<file path="src/rtl/ascii_seq_pkg.sv">
// Shared constants and state encoding for the ASCII operand sequencer.
package ascii_seq_pkg;

  localparam int unsigned OP_W = 7;

  localparam logic [7:0] ASCII_ZERO = 8'h30;
  localparam logic [7:0] ASCII_NINE = 8'h39;
  localparam logic [7:0] CH_PLUS    = 8'h2B;
  localparam logic [7:0] CH_ENTER   = 8'h0D;
  localparam logic [7:0] CH_ESC     = 8'h1B;

  typedef enum logic [3:0] {
    A_D1   = 4'd0,
    A_D2   = 4'd1,
    A_T    = 4'd2,
    CONV_A = 4'd3,
    B_D1   = 4'd4,
    B_D2   = 4'd5,
    B_T    = 4'd6,
    CONV_B = 4'd7,
    OUT    = 4'd8,
    ERR    = 4'd9
  } seq_state_e;

endpackage

</file>
<file path="src/rtl/ascii_char_class.sv">
// Combinational classifier: decodes one ASCII character into the token
// flags the sequencer cares about, plus the digit value.
module ascii_char_class
  import ascii_seq_pkg::*;
(
  input  logic [7:0] char_data_i,
  output logic       is_digit_o,
  output logic       is_plus_o,
  output logic       is_enter_o,
  output logic       is_esc_o,
  output logic [3:0] nibble_o
);

  assign is_digit_o = (char_data_i >= ASCII_ZERO) && (char_data_i <= ASCII_NINE);
  assign is_plus_o  = (char_data_i == CH_PLUS);
  assign is_enter_o = (char_data_i == CH_ENTER);
  assign is_esc_o   = (char_data_i == CH_ESC);
  // Digits sit at 0x30..0x39, so the low nibble already equals char - '0'.
  assign nibble_o   = char_data_i[3:0];

endmodule

</file>
<file path="src/rtl/ascii_operand_sequencer.sv">
// Parses "A+B<Enter>" (1-2 digit operands) from a character stream, sharing
// one external ASCII-to-binary converter between A and B.
//
// Handshakes: a character moves when char_valid & char_ready are both high at
// a rising edge. Operands are offered with ops_valid, held until a rising edge
// that sees ops_ack high.
module ascii_operand_sequencer
  import ascii_seq_pkg::*;
#(
  parameter int W = 7
) (
  input  logic         clk,
  input  logic         rst,
  input  logic         char_valid,
  input  logic [7:0]   char_data,
  output logic         char_ready,
  output logic [W-1:0] conv_AD,
  output logic [W-1:0] conv_AU,
  input  logic [W-1:0] conv_bin,
  output logic [W-1:0] op_a,
  output logic [W-1:0] op_b,
  output logic         ops_valid,
  input  logic         ops_ack,
  output logic         error,
  output logic         busy,
  output logic [3:0]   dbg_state_o
);

  seq_state_e   state_q, state_d;
  logic [3:0]   tens_q, tens_d;
  logic [3:0]   units_q, units_d;
  logic [W-1:0] op_a_q, op_a_d;
  logic [W-1:0] op_b_q, op_b_d;

  logic       is_digit, is_plus, is_enter, is_esc;
  logic [3:0] nibble;
  logic       accepts_char;
  logic       a_phase;
  logic       is_term;
  logic       xfer;

  ascii_char_class u_class (
    .char_data_i (char_data),
    .is_digit_o  (is_digit),
    .is_plus_o   (is_plus),
    .is_enter_o  (is_enter),
    .is_esc_o    (is_esc),
    .nibble_o    (nibble)
  );

  assign accepts_char = (state_q == A_D1) || (state_q == A_D2) || (state_q == A_T) ||
                        (state_q == B_D1) || (state_q == B_D2) || (state_q == B_T) ||
                        (state_q == ERR);
  assign char_ready   = accepts_char && !rst;
  assign xfer         = char_valid && char_ready;
  assign a_phase      = (state_q == A_D1) || (state_q == A_D2) || (state_q == A_T);
  assign is_term      = a_phase ? is_plus : is_enter;

  always_comb begin
    state_d = state_q;
    tens_d  = tens_q;
    units_d = units_q;
    op_a_d  = op_a_q;
    op_b_d  = op_b_q;
    case (state_q)
      A_D1, B_D1: begin
        if (xfer) begin
          if (is_digit) begin
            tens_d  = 4'd0;
            units_d = nibble;
            state_d = a_phase ? A_D2 : B_D2;
          end else begin
            state_d = ERR;
          end
        end
      end
      A_D2, B_D2: begin
        if (xfer) begin
          if (is_digit) begin
            tens_d  = units_q;
            units_d = nibble;
            state_d = a_phase ? A_T : B_T;
          end else if (is_term) begin
            state_d = a_phase ? CONV_A : CONV_B;
          end else begin
            state_d = ERR;
          end
        end
      end
      A_T, B_T: begin
        if (xfer) begin
          state_d = is_term ? (a_phase ? CONV_A : CONV_B) : ERR;
        end
      end
      CONV_A: begin
        op_a_d  = conv_bin;
        state_d = B_D1;
      end
      CONV_B: begin
        op_b_d  = conv_bin;
        state_d = OUT;
      end
      OUT: begin
        if (ops_ack) state_d = A_D1;
      end
      ERR: begin
        if (xfer && is_esc) state_d = A_D1;
      end
      default: state_d = A_D1;
    endcase
  end

  always_ff @(posedge clk) begin
    if (rst) begin
      state_q <= A_D1;
      tens_q  <= 4'd0;
      units_q <= 4'd0;
      op_a_q  <= '0;
      op_b_q  <= '0;
    end else begin
      state_q <= state_d;
      tens_q  <= tens_d;
      units_q <= units_d;
      op_a_q  <= op_a_d;
      op_b_q  <= op_b_d;
    end
  end

  assign conv_AD     = {{(W-4){1'b0}}, tens_q};
  assign conv_AU     = {{(W-4){1'b0}}, units_q};
  assign op_a        = op_a_q;
  assign op_b        = op_b_q;
  assign ops_valid   = (state_q == OUT);
  assign error       = (state_q == ERR);
  assign busy        = (state_q != A_D1);
  assign dbg_state_o = state_q;

endmodule
</file>
<file path="config.mk">
export PLATFORM = sky130hd
export DESIGN_NAME = ascii_operand_sequencer
export DESIGN_NICKNAME = d
export VERILOG_FILES = /design/src/rtl/ascii_seq_pkg.sv /design/src/rtl/ascii_char_class.sv /design/src/rtl/ascii_operand_sequencer.sv
export SDC_FILE = /design/constraint.sdc
export NUM_CORES = 1
export LEC_CHECK = 0
export ABC_AREA = 1
export CAP_MARGIN = 20
export CORE_UTILIZATION = 42
export DETAILED_ROUTE_END_ITERATION = 16
export GPL_ROUTABILITY_DRIVEN = 1
export PLACE_DENSITY = 0.85
export SYNTH_ARGS = -nofsm -noshare
export SYNTH_HDL_FRONTEND = slang
export SYNTH_SLANG_ARGS = --single-unit
</file>
<file path="constraint.sdc">
create_clock -name clk -period 1.9 [get_ports clk]
set_input_delay 0.38 -clock clk [delete_from_list [all_inputs] [get_ports clk]]
set_output_delay 0.38 -clock clk [all_outputs]
set_load 0.05 [all_outputs]
</file>
==> reports/qor.txt <==
Post-DRT Antenna Nets -> 0
initial drt markers -> 54
VDD IR-drop max -> 0.603 mV
Primary FF master, synth -> dfxtp_1
Nets -> 267
Synth Cell Area -> 1280 µm²
total negative slack -> 0 ns
Stages on worst setup path -> 1
Placement Setup Slack -> 0.0187 ns
total track usage -> 20.5%
worst slew pin tran -> 0.513 ns
Pre-antenna DRT Iters -> 10
RSZ-0062 raised after global routing -> false
Post-CTS Hold Buffers -> 0
pwr/cell area -> 845 nW/µm²
Synthesis Warnings -> 0
fillers -> 256
fmax -> 539 MHz
max-cap check violation count -> 0
Die Wd -> 57.3 µm
Final GP Congestion -> 0.913
post-DR wirelength/cell -> 11.2 µm
R2R setup slack -> 0.23 ns
Synth top cells by count -> 45 x nor2_1, 33 x nand2_1, 26 x dfxtp_1, 21 x inv_1, 19 x o21ai_0
CTS buffer count -> 3
cell depth of the worst flop-to-flop path -> 8
chip height -> 57.3 µm
placed instance count -> 274
WP buf/inv -> 1
Design Area, Final -> 1910 µm²
Req. time, crit path -> 1.52 ns
share of layout cells above drive strength 1 -> 15.0%
failing checks -> design-rule violations
non-filler cells, final -> 278
Worst path slowest cell -> clkdlybuf4s50_1
outcome -> complete, but fails checks
Final setup viols -> 0
vias in the first global route -> 1,207
clock transition at the registers of the reported paths -> 0.14 ns
I/O Buffers -> 48
CTS Sinks -> 26
Critical Path Fanout Max -> 2
Max stage delay on crit path -> 0.80 ns
Die ar. -> 3280 µm²
Worst EP arrival -> 1.47 ns
CP Capture Type -> output port
Hold Path Class -> reg2reg
starting density of the core -> 45.4%
Avg Synthesized Cell Area -> 6.65 µm²
area leader, netlist -> dfxtp_1
worst-path cell chain -> clkdlybuf4s50_1
core area -> 2830 µm²
initial antenna violation count -> 0
first-pass GRT wire length -> 5.36 mm
#FFs+latches synth -> 26
Startpoint Class -> flip-flop
ys async rst share -> 0%
power after layout -> 1.62 mW
site row count -> 19
via density per instance -> 4.88
top-count cell post-synth -> nor2_1
Gate Count Post-Synth -> 193
post-synthesis sequential area ratio -> 40.5%
placed cell areas -> 1840 µm²
htree depth -> 1
Rel. slew slack -> 65.8%
Worst Skew -> 0.0145 ns
DR DRC count -> 2
Routed WL -> 3.13 mm
family with the most delay on the worst path -> buffers and inverters
area growth from synthesis to layout -> 49.1%
min setup slack post-route -> 0.0454 ns
CTS tree -> done
Post-synth EDFFs -> 0
Pleak -> 1.11 nW
Worst-Skew Late Latency -> 0.32 ns
number of setup buffers added after CTS -> 0
Ant. Diodes -> 0
dpl hpwl -> 2.48 mm
Max clock buf depth -> 2
min Tclk post-route -> 1.85 ns
Hold Crit Depth -> 2
remaining global-route overflow -> 0
routed vias -> 1,356
final hold viol count -> 0
max-slew violation count -> 0
main area contributors after synthesis -> dfxtp_1 41%, nor2_1 13%, nand2_1 9.6%
Period Utilization, post-route -> 97.6%
root buf cell -> clkbuf_4
top cell type's share of synthesized area -> 40.5%
largest net degree at the start of global routing -> 19
IO Count -> 55
Yosys cell types -> 23
crit path kind -> reg2out
## routing by layer
layer / GRT usage, % / wire length, µm / vias to the layer above
li1: - / - / 711
met1: 27.9 / 1480 / 605
met2: 33.6 / 1510 / 38
met3: 4.54 / 121 / 2
met4: 3.83 / 17 / 0
met5: 0 / 0 / -
## layout by cell type (no fill, tap or decap)
master and count:
nor2_1 45, nand2_1 33, dfxtp_1 24, clkdlybuf4s50_1 22, inv_1 21, o21ai_0 19, dlymetal6s2s_1 14, buf_4 14
a21oi_1 12, conb_1 6, nand3_1 5, buf_12 4, nor2_2 3, nor3_2 3, o21ai_1 3, clkbuf_4 3
inv_2 2, nand2_2 2, nand4_1 2, nor3_1 2, dfxtp_2 2, nor4_4 1, a21oi_2 1, o21bai_1 1
nand3b_1 1, nand3_2 1, clkbuf_8 1
## cell families (layout without fill, tap and decap cells)
family | Yosys count | count (layout) | synth area share (%)
buffers and inverters | 32 | 81 | 11.8
AO/OA/AOI/OAI | 36 | 36 | 14.2
AND/OR/NAND/NOR | 98 | 98 | 33.1
flip-flops | 26 | 26 | 40.5
other | 1 | 6 | 0.292
## power by group
| group | leakage, nW | internal (mW) | switching [mW] |
|---|---|---|---|
| clock network | 0.0210 | 0.117 | 0.159 |
| registers | 0.211 | 0.570 | 0.0409 |
| logic | 0.875 | 0.272 | 0.459 |
## state kept, by name, indices dropped and copies added, names as in the netlist
name,cells
dbg_state_o,4
op_a,7
op_b,7
tens_q,4
units_q,4
## repair_timing
action / 4_1_cts / 5_1_grt
setup endpoints to repair: 0 / 15
endpoints found under the hold margin: 0 / 0
gates resized for setup: 0 / 15
## worst paths after layout
check         endpoint           start
max            op_b[0]         op_b[0]
min            op_b[2]         op_b[2]
max reg2reg  tens_q[1]  dbg_state_o[1]
min reg2reg    op_b[2]         op_b[2]
## through the flow
step                hold WS (ns)  utilization (%)
floorplan                  0.515                -
global route               0.526             67.7
finish                     0.493             67.7
detailed placement         0.473             65.1
CTS                        0.490             66.4
global placement           0.463             65.1
## area by class of cell
cell class / count / area, µm² / area share [%]
flip-flops and latches: 26 / 523 / 27.3
well taps: 31 / 38.8 / 2.03
multi-input cells: 140 / 649 / 33.9
repair buffers: 54 / 581 / 30.3
clock buffers: 4 / 36.3 / 1.90
inverters: 23 / 86.3 / 4.51
(Power assumes the default switching activity.)
